`config.mk`:
```
export PLATFORM = sky130hd
export DESIGN_NAME = mul_arbiter
export DESIGN_NICKNAME = d
export VERILOG_FILES = /design/src/rtl/mul_arb_pkg.sv /design/src/rtl/mul_arbiter_rr_picker.sv /design/src/rtl/mul_arbiter.sv
export SDC_FILE = /design/constraint.sdc
export NUM_CORES = 1
export LEC_CHECK = 0
export CAP_MARGIN = 20
export CORE_UTILIZATION = 41
export DETAILED_ROUTE_END_ITERATION = 7
export PLACE_DENSITY = 0.86
export REMOVE_ABC_BUFFERS = 1
export SYNTH_ARGS = -nofsm -noshare
export SYNTH_HDL_FRONTEND = slang
export SYNTH_SLANG_ARGS = --single-unit
```
`constraint.sdc`:
```
create_clock -name clk -period 3.76 [get_ports clk]
set_clock_uncertainty 0.2 [all_clocks]
set_input_delay 0.752 -clock clk [delete_from_list [all_inputs] [get_ports clk]]
set_output_delay 0.752 -clock clk [all_outputs]
set_load 0.02 [all_outputs]
```
`src/rtl/mul_arb_pkg.sv`:
```
// mul_arb_pkg: shared definitions for the multiplier arbiter.
//   state_t      - sequencer states (IDLE, ISSUE, WAIT, RESP)
//   OP_W         - operand width of the shared multiplier
//   PROD_W       - product width returned to requesters
//   DEF_TIMEOUT  - default watchdog limit in WAIT cycles
package mul_arb_pkg;

    localparam int OP_W        = 16;
    localparam int PROD_W      = 32;
    localparam int DEF_TIMEOUT = 64;

    typedef enum logic [1:0] {
        IDLE  = 2'd0,
        ISSUE = 2'd1,
        WAIT  = 2'd2,
        RESP  = 2'd3
    } state_t;

endpackage

```
`src/rtl/mul_arbiter_rr_picker.sv`:
```
// rr_picker: combinational round-robin select.
// Searches valid upward starting at ptr, wrapping at N, and returns the
// first requester found.
//   valid  in  N     request lines
//   ptr    in  ID_W  highest-priority index this cycle (always < N)
//   grant  out N     one-hot winner (zero when nothing is valid)
//   id     out ID_W  encoded winner
//   any    out 1     at least one request is valid
module rr_picker #(
    parameter int N    = 4,
    parameter int ID_W = $clog2(N)
) (
    input  logic [N-1:0]    valid,
    input  logic [ID_W-1:0] ptr,
    output logic [N-1:0]    grant,
    output logic [ID_W-1:0] id,
    output logic            any
);

    logic found;
    int   idx;

    assign any = |valid;

    always_comb begin
        grant = '0;
        id    = '0;
        found = 1'b0;
        idx   = 0;
        for (int k = 0; k < N; k++) begin
            idx = int'(ptr) + k;
            if (idx >= N) begin
                idx = idx - N;
            end
            if (!found && valid[idx]) begin
                found      = 1'b1;
                grant[idx] = 1'b1;
                id         = ID_W'(idx);
            end
        end
    end

endmodule

```
`src/rtl/mul_arbiter.sv`:
```
// mul_arbiter: shares one sequential 16x16 signed multiplier between
// NUM_REQ requesters, round-robin, one multiply in flight at a time.
//   clk, rst            clock (rising edge), async active-high reset
//   req_valid/ready     per-requester request handshake (ready is one-hot)
//   req_a, req_b        packed operands, requester i at [16i+15:16i]
//   rsp_valid/ready     response handshake
//   rsp_id, rsp_result  requester id and 32-bit product
//   rsp_err             watchdog abort flag (constant 0 unless enabled)
//   mul_a, mul_b        operands to the multiplier, held from ISSUE to WAIT
//   mul_start           one-cycle start pulse (high during ISSUE)
//   mul_done            multiplier done level, sampled in WAIT
//   mul_result          multiplier product
//   dbg_state           current sequencer state
// Build option: define MUL_ARB_TIMEOUT_EN to add the WAIT watchdog.
//
// Handshakes: a transfer happens on a rising edge where valid and ready are
// both high. valid never depends on ready. req_ready is only ever raised in
// IDLE, for the single winner; rsp_valid is raised only in RESP and the
// response fields stay constant until the transfer.
module mul_arbiter
    import mul_arb_pkg::*;
#(
    parameter int NUM_REQ = 4,
    parameter int ID_W    = $clog2(NUM_REQ),
    parameter int TIMEOUT = DEF_TIMEOUT
) (
    input  logic                    clk,
    input  logic                    rst,
    input  logic [NUM_REQ-1:0]      req_valid,
    input  logic [NUM_REQ*OP_W-1:0] req_a,
    input  logic [NUM_REQ*OP_W-1:0] req_b,
    output logic [NUM_REQ-1:0]      req_ready,
    output logic                    rsp_valid,
    output logic [ID_W-1:0]         rsp_id,
    output logic [PROD_W-1:0]       rsp_result,
    output logic                    rsp_err,
    input  logic                    rsp_ready,
    output logic [OP_W-1:0]         mul_a,
    output logic [OP_W-1:0]         mul_b,
    output logic                    mul_start,
    input  logic                    mul_done,
    input  logic [PROD_W-1:0]       mul_result,
    output state_t                  dbg_state
);

    state_t              state, state_next;
    logic [ID_W-1:0]     rr_ptr;
    logic [NUM_REQ-1:0]  pick_grant;
    logic [ID_W-1:0]     pick_id;
    logic                pick_any;
    logic                take;
    logic                timed_out;

    rr_picker #(
        .N    (NUM_REQ),
        .ID_W (ID_W)
    ) u_picker (
        .valid (req_valid),
        .ptr   (rr_ptr),
        .grant (pick_grant),
        .id    (pick_id),
        .any   (pick_any)
    );

    assign dbg_state = state;
    assign take      = (state == IDLE) && pick_any;

`ifdef MUL_ARB_TIMEOUT_EN
    localparam int CNT_W = $clog2(TIMEOUT + 1);
    logic [CNT_W-1:0] wait_cnt;

    // Counter value c means c WAIT cycles already elapsed before this one,
    // so firing at TIMEOUT-1 gives exactly TIMEOUT WAIT cycles.
    assign timed_out = (state == WAIT) && !mul_done &&
                       (wait_cnt == CNT_W'(TIMEOUT - 1));

    always_ff @(posedge clk or posedge rst) begin
        if (rst) begin
            wait_cnt <= '0;
        end else if (state == ISSUE) begin
            wait_cnt <= '0;
        end else if (state == WAIT) begin
            wait_cnt <= wait_cnt + 1'b1;
        end
    end
`else
    logic unused_timeout;
    assign unused_timeout = (TIMEOUT > 0);
    assign timed_out      = 1'b0;
    assign rsp_err        = 1'b0;
`endif

    always_ff @(posedge clk or posedge rst) begin
        if (rst) begin
            state <= IDLE;
        end else begin
            state <= state_next;
        end
    end

    always_comb begin
        state_next = state;
        req_ready  = '0;
        mul_start  = 1'b0;
        rsp_valid  = 1'b0;
        case (state)
            IDLE: begin
                if (pick_any) begin
                    req_ready  = pick_grant;
                    state_next = ISSUE;
                end
            end
            ISSUE: begin
                mul_start  = 1'b1;
                state_next = WAIT;
            end
            WAIT: begin
                if (mul_done || timed_out) begin
                    state_next = RESP;
                end
            end
            RESP: begin
                rsp_valid = 1'b1;
                if (rsp_ready) begin
                    state_next = IDLE;
                end
            end
            default: state_next = IDLE;
        endcase
    end

    always_ff @(posedge clk or posedge rst) begin
        if (rst) begin
            rr_ptr     <= '0;
            mul_a      <= '0;
            mul_b      <= '0;
            rsp_id     <= '0;
            rsp_result <= '0;
        end else begin
            if (take) begin
                mul_a  <= req_a[pick_id*OP_W +: OP_W];
                mul_b  <= req_b[pick_id*OP_W +: OP_W];
                rsp_id <= pick_id;
                rr_ptr <= (pick_id == ID_W'(NUM_REQ - 1)) ? '0 : pick_id + 1'b1;
            end
            if (state == WAIT && mul_done) begin
                rsp_result <= mul_result;
            end else if (timed_out) begin
                rsp_result <= '0;
            end
        end
    end

`ifdef MUL_ARB_TIMEOUT_EN
    always_ff @(posedge clk or posedge rst) begin
        if (rst) begin
            rsp_err <= 1'b0;
        end else if (state == WAIT && mul_done) begin
            rsp_err <= 1'b0;
        end else if (timed_out) begin
            rsp_err <= 1'b1;
        end
    end
`endif

endmodule
```
# After elaboration in Yosys (flattened, before gate mapping)
# Cells that the tools add are included.
[op_classes]
add_sub_neg = 8
mul = 0
div = 0
n_lt_le_gt_ge = 12
n_eq_ne = 7
n_shift = 2
mux = 44
bitwise = 3
n_reduce_logical = 15
[op_table]
columns = ["operator", "count"]
rows = [
  [">= comparator 32 x 1 -> 1 bit (second input constant)", 4],
  ["less-than comparator 32 x 4 -> 1 bit (second input constant)", 4],
  ["2-to-1 mux 32 bit", 4],
  ["variable part select 64 x 7 -> 16 bit", 2],
  [">= comparator 32 x 4 -> 1 bit (second input constant)", 3],
  ["subtractor 32 x 4 -> 32 bit (second input constant)", 3],
  ["2-to-1 mux 4 bit", 6],
  ["2-to-1 mux 1 bit", 17],
  ["2-to-1 mux 2 bit", 8],
  ["bitwise OR 4 bit", 3],
  ["logical AND 1 bit", 9],
  ["binary-select mux 1 bit (select 2 bit)", 4],
  ["demux 1 bit (select 2 bit)", 4],
  ["one-hot mux 2 bit (4 select lines)", 1],
  ["adder 2 x 2 -> 3 bit (second input constant)", 2],
  ["equality test 2 bit (second input constant)", 3],
  ["!= test 2 bit (second input constant)", 3],
  ["OR reduction 4 bit", 1],
  ["subtractor 2 x 3 -> 4 bit (second input constant)", 1],
  ["adder 2 x 1 -> 3 bit (second input constant)", 1],
  [">= comparator 2 x 3 -> 1 bit (second input constant)", 1],
  ["zero test 1 bit", 3],
  ["AND reduction 3 bit", 1],
  ["adder 2 x 1 -> 2 bit (second input constant)", 1],
  ["other kinds (2)", 2],
]
[totals]
ff_bits = 70
latchBits = 0
ram_bits = 0
rom_bits = 0
n_memories = 0

# Longest topological paths before layout
# Gate-level depths: netlist of the first run.
[logic_depth]
ltp_word = 17
mapped_depth = 11
ltp_nobuf = 8

# Modules after synthesis
# Synthesis of the first run repeated with hierarchy kept, for this count alone.
[hier_totals]
hier_cells = 334
area_unflattened_um2 = 4043.9
[by_module_without_submodules]
columns = ["mod", "instances", "cells_per_inst", "area_each_um2"]
rows = [
  ["mul_arbiter", 1, 284, 3579.7],
  ["rr_picker", 1, 50, 464.2],
]

# Least setup slack after synthesis of the first run
# OpenSTA, ideal clock, no wires.
[synth_timing]
path_kind = "reg-to-output"
startpoint = "register rr_ptr[0]"
endpoint = "output port req_ready[0]"
arrival_time_ns = 2.404
required_ns = 2.808
setup_slack_ns = 0.404
path_stages_with_launch = 10
path_buffers = 2
cell_sequence = "dfrtp_1 -> buf_2 -> inv_2 -> ha_1 -> buf_2 -> mux4_2 -> nor2_1 -> a22o_1 -> a22oi_1 -> a21oi_1"
[synth_between]
elab_chain_len = 17
[synth_rtl]
columns = ["element", "line_no", "rtl"]
rows = [
  ["start, declared", "mul_arbiter.sv:47", "logic [ID_W-1:0] rr_ptr;"],
  ["start signal, assigned", "mul_arbiter.sv:144", "rr_ptr <= (pick_id == ID_W'(NUM_REQ - 1)) ? '0 : pick_id + 1'b1;"],
  ["branches (longest 14 deep; another with subtractor 32 x 4 -> 32 bit)", "--", ""],
  ["2-to-1 mux 4 bit (*)", "mul_arbiter_rr_picker.sv:35", "if (!found && valid[idx]) begin"],
  ["2-to-1 mux 4 bit (*)", "mul_arbiter.sv:108", "if (pick_any) begin"],
  ["2-to-1 mux 4 bit (*)", "mul_arbiter.sv:106", "case (state)"],
  ["end, declared", "mul_arbiter.sv:32", "output logic [NUM_REQ-1:0] req_ready,"],
]
# Mark *: on every way between the ends. The select of a mux whose other input is x is not followed.

# Worst setup path in the final report of the first run
[layout_timing]
startpoint = "input port req_valid[0]"
endpoint = "output port req_ready[3]"
[layout_between]
elab_chain_len = 15
[layout_rtl]
columns = ["element", "line_no", "rtl"]
rows = [
  ["start, declared", "mul_arbiter.sv:29", "input logic [NUM_REQ-1:0] req_valid,"],
  ["binary-select mux 1 bit (select 2 bit)", "mul_arbiter_rr_picker.sv:35", ""],
  ["2-to-1 mux 1 bit (implied by the code) (2 in series)", "mul_arbiter_rr_picker.sv:35", ""],
  ["2-to-1 mux 1 bit", "mul_arbiter_rr_picker.sv:35", ""],
  ["zero test 1 bit", "mul_arbiter_rr_picker.sv:35", ""],
  ["logical AND 1 bit", "mul_arbiter_rr_picker.sv:35", ""],
  ["2-to-1 mux 1 bit", "mul_arbiter_rr_picker.sv:35", ""],
  ["zero test 1 bit", "mul_arbiter_rr_picker.sv:35", ""],
  ["logical AND 1 bit", "mul_arbiter_rr_picker.sv:35", ""],
  ["2-to-1 mux 1 bit", "mul_arbiter_rr_picker.sv:35", ""],
  ["zero test 1 bit", "mul_arbiter_rr_picker.sv:35", ""],
  ["logical AND 1 bit", "mul_arbiter_rr_picker.sv:35", ""],
  ["2-to-1 mux 4 bit", "mul_arbiter_rr_picker.sv:35", ""],
  ["2-to-1 mux 4 bit (*)", "mul_arbiter.sv:108", ""],
  ["2-to-1 mux 4 bit (*)", "mul_arbiter.sv:106", ""],
]
# Mark *: on every way between the ends. The rest lies on a longest branch, timed or not. The select of a mux whose other input is x is not followed.

==> run metrics, run 1 <==
die width=110 um; critical path class=primary input to primary output; Synth cell types=52; n_diodes=0; initial DRC count=349; Final Util=68.1%; max-slew violations=0; commonest non-fill, non-tap cell in the layout=clkdlybuf4s50_1; die area=12200 sq um; Worst Setup SP=req_valid[0]; initial antenna violation count=0; Initial Utilization=42.2%; Area growth syn-to-layout=61.2%; # fillers=866; TritonCTS Buffers=9; Worst Hold Class=flop to flop; share of cells above drive strength 1=18.1%; run status=complete, no violations; pin count of the biggest net entering global routing=68; DRC Markers=0; worst-margin pin slew=1.12 ns; worst vdd ir=0.000627 V; worst skew pair latency=0.33 ns; CP Capture Point=req_ready[3]; TritonCTS clock tree=built; num ports=243; Post-Route WL=17200 um; dpl cell area=7450 sq um; GP Congestion=0.870; Tmin final=3.64 ns; register area share after synthesis=36.3%; total track usage=28.0%; FF-to-FF End=mul_a[15]$_DFFE_PP0P_; CTS sink count=70; Yosys reg bits=70; Final period util=96.9%; total grt overflow=0; Syn Area/Cell=10.3 sq um; fmax=274 MHz; post-synthesis cell count=467; YS warnings=0; Pwr Density=864 nW/um^2; startpoint type of the worst setup path=primary input; hpwl dp=12400 um; die height=110 um; ys async rst share=100%; maximum capacitance violations=0; H-tree depth=3; Syn Std Cell Area=4820 sq um; Longest Clk Path Bufs=2; reg2reg path depth=8; clk slew on worst S/H paths=0.06 ns; EDFF count, synth=0; unrepaired setup endpoints after global routing=false; first-pass GRT wire length=27400 um; drt wl/cell=20.3 um; Pleak=2.99 nW; most frequent cells in the layout=236 x clkdlybuf4s50_1, 69 x dfrtp_1, 37 x mux2i_1, 37 x a21oi_1, 35 x mux2_2; reg2reg start=rr_ptr[1]$_DFFE_PP0P_; final antenna-violating net count=0; PortBufs=241; core area=11400 sq um; Worst R2R Setup Slack=0.69 ns; Crit path required time=2.81 ns; vias post-DR=5147; Std-Cell Rows=39; slew margin rel.=25.0%; vias in the first global route=5466; endpoint class of the critical path=primary output; Hold Vio Cnt, Final=0; drt via density=6.06; Max Fanout on Critical Path=6; Top FF cell, synth=dfrtp_1; # nets final=878; # setup viols final=0; 1st-pass router iterations=5; cell area after layout=7770 sq um; CP arrival=2.69 ns; CTS root buffer=clkbuf_16
-- cell type report --
class | count | area [sq um] | share of cell area, %
tap | 143 | 179 | 2.30
clock inverter | 6 | 95.1 | 1.22
timing repair buffer | 272 | 2660 | 34.2
sequential | 70 | 1750 | 22.6
clock buffer | 10 | 229 | 2.95
inverter | 7 | 26.3 | 0.338
multi-input combinational | 341 | 2830 | 36.4
-- critical path, cell delays in order --
cell             delay (ns)
clkdlybuf4s50_1        0.44
buf_4                  0.17
mux2_2                 0.28
mux2i_1                0.22
nor2_2                 0.10
a22o_1                 0.20
a22oi_1                0.15
a21oi_1                0.10
clkdlybuf4s15_1        0.29
-- through the flow --
| step | hold slack, ns | total power [mW] | setup TNS (ns) | setup WS (ns) | cells |
|---|---|---|---|---|---|
| floorplan | 0.390 | 3.89 | -31.25 | -0.890 | 418 |
| global placement | 0.265 | 5.62 | -0.376 | -0.0973 | 833 |
| detailed placement | 0.278 | 5.77 | -0.865 | -0.230 | 833 |
| CTS | 0.288 | 6.73 | 0 | 0.0684 | 849 |
| global route | 0.308 | 7.09 | 0 | 0.00282 | 849 |
| finish | 0.289 | 6.71 | 0 | 0.116 | 849 |
-- worst min-delay path by stage --
stage                                     from                    endpoint  slack, ns  cells after the start
finish                   rsp_id[1]$_DFFE_PP0P_       rsp_id[1]$_DFFE_PP0P_       0.29                      1
detailed placement       rsp_id[1]$_DFFE_PP0P_       rsp_id[1]$_DFFE_PP0P_       0.28                      1
global placement         rsp_id[1]$_DFFE_PP0P_       rsp_id[1]$_DFFE_PP0P_       0.26                      1
CTS                      rsp_id[1]$_DFFE_PP0P_       rsp_id[1]$_DFFE_PP0P_       0.29                      1
floorplan                rsp_id[0]$_DFFE_PP0P_       rsp_id[0]$_DFFE_PP0P_       0.39                      2
global route        rsp_result[18]$_DFFE_PP0P_  rsp_result[18]$_DFFE_PP0P_       0.31                      1
-- what timing repair did --
action,4_1_cts,5_1_grt
endpoints found under the setup margin,4,3
gates resized for setup,6,6
buffers inserted,0,0
hold buffers,0,0
-- per-layer routing --
| metal | vias to the layer above | GRT usage (%) | share of wire, % |
|---|---|---|---|
| met2 | 295 | 47.8 | 50 |
| met4 | 0 | 14.6 | 2.9 |
| met1 | 2530 | 30.9 | 38 |
| met5 | - | 0 | 0 |
| met3 | 39 | 9.17 | 9.5 |
| li1 | 2283 | - | - |
-- kinds of logic after synthesis --
| family | after synthesis | synth area share, % |
|---|---|---|
| AOI/OAI and AO/OA | 165 | 27.0 |
| xor gates and xnor gates | 1 | 0.182 |
| adders and majority gates | 9 | 2.34 |
| buffers and inverters | 56 | 5.71 |
| DFF | 70 | 36.3 |
| muxes | 73 | 16.3 |
| other | 1 | 0.0778 |
| and+or+nand+nor | 92 | 12.0 |
-- state kept, by name, summed over array words and instances (netlist names) --
signal / count
rsp_result: 32
mul_b: 16
mul_a: 16
dbg_state: 2
rsp_id: 2
rr_ptr: 2
-- power breakdown --
part           switching (mW)  total [mW]  internal (mW)  leakage (nW)
Clock                   0.343       0.929          0.587         0.157
Sequential              0.224        1.37           1.15         0.799
Combinational            2.40        4.41           2.01          2.03
-- synth_stat cells (all sizes together) (2+ instances only) --
cell type / n / area share (%)
dfrtp: 70 / 36
a21oi: 38 / 4.2
mux2i: 37 / 7.7
mux2: 35 / 8.2
o22ai: 33 / 4.3
a211oi: 32 / 7.9
nand3b: 32 / 5.0
o2bb2ai: 32 / 5.8
or3: 32 / 4.2
buf: 26 / 3.3
clkbuf: 23 / 1.8
nand2: 12 / 0.93
ha: 9 / 2.3
inv: 7 / 0.54
o21ai: 6 / 0.62
nor2: 5 / 0.44
a22o: 4 / 0.73
a22oi: 4 / 0.62
a21boi: 2 / 0.31
a21o: 2 / 0.31
and3: 2 / 0.26
nor2b: 2 / 0.26
o32a: 2 / 0.42
Power figures use the tool's default switching activity.
==> run 2: changes to the inputs <==
--- a/config.mk
+++ b/config.mk
@@ -8,7 +8,7 @@
 export CAP_MARGIN = 20
 export CORE_UTILIZATION = 41
 export DETAILED_ROUTE_END_ITERATION = 7
-export PLACE_DENSITY = 0.86
+export PLACE_DENSITY = 0.89
 export REMOVE_ABC_BUFFERS = 1
 export SYNTH_ARGS = -nofsm -noshare
 export SYNTH_HDL_FRONTEND = slang
==> constraint.sdc (replaced) <==
create_clock -name clk -period 3.85 [get_ports clk]
set_clock_uncertainty 0.2 [all_clocks]
set_input_delay 0.77 -clock clk [delete_from_list [all_inputs] [get_ports clk]]
set_output_delay 0.77 -clock clk [all_outputs]
set_load 0.02 [all_outputs]
==> run 2 against run 1 <==
  * Die area unchanged
  * First-iteration DRC count up 48%
  * Critical path type unchanged
  * Via count is 0.27% lower
==> run metrics, run 2 (same netlist as run 1, synthesis figures left out) <==
run status=complete, no violations; die area=12200 sq um; worst-margin pin slew=1.06 ns; die width=110 um; max reg flops=32; TritonCTS clock tree=built; post-CTS setup buffers=0; initial antenna violation count=0; max-slew violations=0; reg2reg start=rr_ptr[0]$_DFFE_PP0P_; DRC Markers=0; num ports=243; core area=11400 sq um; Worst Hold Class=flop to flop; CP arrival=2.75 ns; Area growth syn-to-layout=60.9%; crit-path cells=clkdlybuf4s50_1 -> buf_4 -> and3b_1 -> o211a_1 -> a31oi_1 -> o21ai_0 -> buf_4 -> a22oi_1 -> a21oi_1 -> dlygate4sd2_1; GP Congestion=0.851; vias post-DR=5133; Std-Cell Rows=39; worst skew pair latency=0.33 ns; CTS root buffer=clkbuf_16; Reg with most FFs=rsp_result; Final period util=96.6%; setup ws final=0.129 ns; maximum capacitance violations=0; Placement Setup Slack=-0.197 ns; commonest non-fill, non-tap cell in the layout=clkdlybuf4s50_1; CP max stage cell=clkdlybuf4s50_1; Max stage delay on crit path=0.43 ns; total grt overflow=0; endpoint class of the critical path=primary output; most frequent cells in the layout=236 x clkdlybuf4s50_1, 69 x dfrtp_1, 37 x a21oi_1; Longest Clk Path Bufs=2; hold depth=1; hpwl dp=12100 um; Hold Path Sink=rsp_result[15]$_DFFE_PP0P_; initial DRC count=515; Max Fanout on Critical Path=7; drt wl/cell=20.1 um; Top Registers=rsp_result (32), mul_a (16), mul_b (16); # fillers=851; startpoint type of the worst setup path=primary input; Reg area=1750 sq um; die height=110 um; Pleak=2.97 nW; fmax=269 MHz; n_diodes=0; PortBufs=241; drt via density=6.07; # setup viols final=0; TritonCTS Buffers=9; H-tree depth=3; CTS sink count=70; hold_sp=rsp_result[15]$_DFFE_PP0P_; 1st-pass router iterations=8; cts hold-fix bufs=0; multi-input logic area=2840 sq um; Tmin final=3.72 ns; first-pass GRT wire length=27400 um; Crit path required time=2.88 ns; Worst R2R Setup Slack=0.62 ns; Post-Route WL=17000 um; FF-to-FF End=mul_a[11]$_DFFE_PP0P_; Hold Vio Cnt, Final=0; Pwr Density=834 nW/um^2; clk slew on worst S/H paths=0.06 ns; total track usage=28.1%; slew margin rel.=29.4%; # nets final=875; pin count of the biggest net entering global routing=45; most frequent CP cell=buf_4; worst vdd ir=0.000509 V; critical path class=primary input to primary output; reg2reg path depth=9; vias in the first global route=5495; final antenna-violating net count=0; Final Power=6.47 mW; Initial Utilization=42.2%; unrepaired setup endpoints after global routing=false; share of cells above drive strength 1=17.8%
[run 2: cell count changes in the layout (fill, tap and decap cells not counted), moves of 2 or more]
cell           previous run  this run
clkinvlp_4                0         2
clkinv_4                  3         1
clkbuf_2                  2         0
clkinv_2                  0         2
buf_4                    29        25
dlygate4sd2_1             1         4
[run 2: power breakdown]
part           leakage [nW]  switching [mW]  internal [mW]
registers             0.799           0.222           1.12
logic                  2.03            2.34           1.95
clock network         0.142           0.337          0.503
[run 2: cell type report]
| class | instances | share of cell area (%) |
|---|---|---|
| Multi-Input combinational cell | 341 | 36.7 |
| Sequential cell | 70 | 22.6 |
| Clock inverter | 7 | 0.935 |
| Inverter | 7 | 0.339 |
| Tap cell | 143 | 2.31 |
| Timing Repair Buffer | 269 | 34.3 |
| Clock buffer | 9 | 2.90 |
[run 2: worst max-delay path by stage]
stage	from	endpoint	slack, ns	cells past startpoint
after floorplan	rr_ptr[0]$_DFFE_PP0P_	mul_a[10]$_DFFE_PP0P_	-0.80	7
after detailed placement	req_valid[1]	req_ready[1]	-0.20	7
after global routing	req_valid[0]	req_ready[2]	0.001	10
after CTS	req_valid[1]	req_ready[1]	0.07	7
final	req_valid[0]	req_ready[0]	0.13	10
after global placement	req_valid[1]	req_ready[0]	-0.04	7
[run 2: repair_timing]
item | CTS | global route
resized for setup | 5 | 4
endpoints found under the setup margin | 4 | 4
hold endpoints to repair | 0 | 0
[run 2: metal layers]
layer  vias to the layer above  part of all wire, %  global-route usage, %
li1                       2276                    -                      -
met1                      2500                   38                   30.5
met2                       315                   50                   49.7
met3                        42                  9.8                   8.67
met4                         0                  2.4                   13.2
met5                         -                    0                      0
[run 2: stage by stage]
step / instance area (sq um) / hold WS (ns) / TNS (ns) / util [%] / std cells
after detailed placement: 7440 / 0.296 / -0.622 / 65.2 / 830
after CTS: 7740 / 0.306 / 0 / 67.8 / 846
after floorplan: 4570 / 0.390 / -27.86 / - / 418
after global routing: 7760 / 0.308 / 0 / 67.9 / 846
final: 7760 / 0.306 / 0 / 67.9 / 846
after global placement: 7440 / 0.283 / -0.150 / 65.2 / 830
[run 2: worst max-delay path: cells and delay by family]
family | cells | cell delay [ns]
buf+inv | 4 | 1.09
compound gates | 5 | 0.71
simple gates | 1 | 0.16
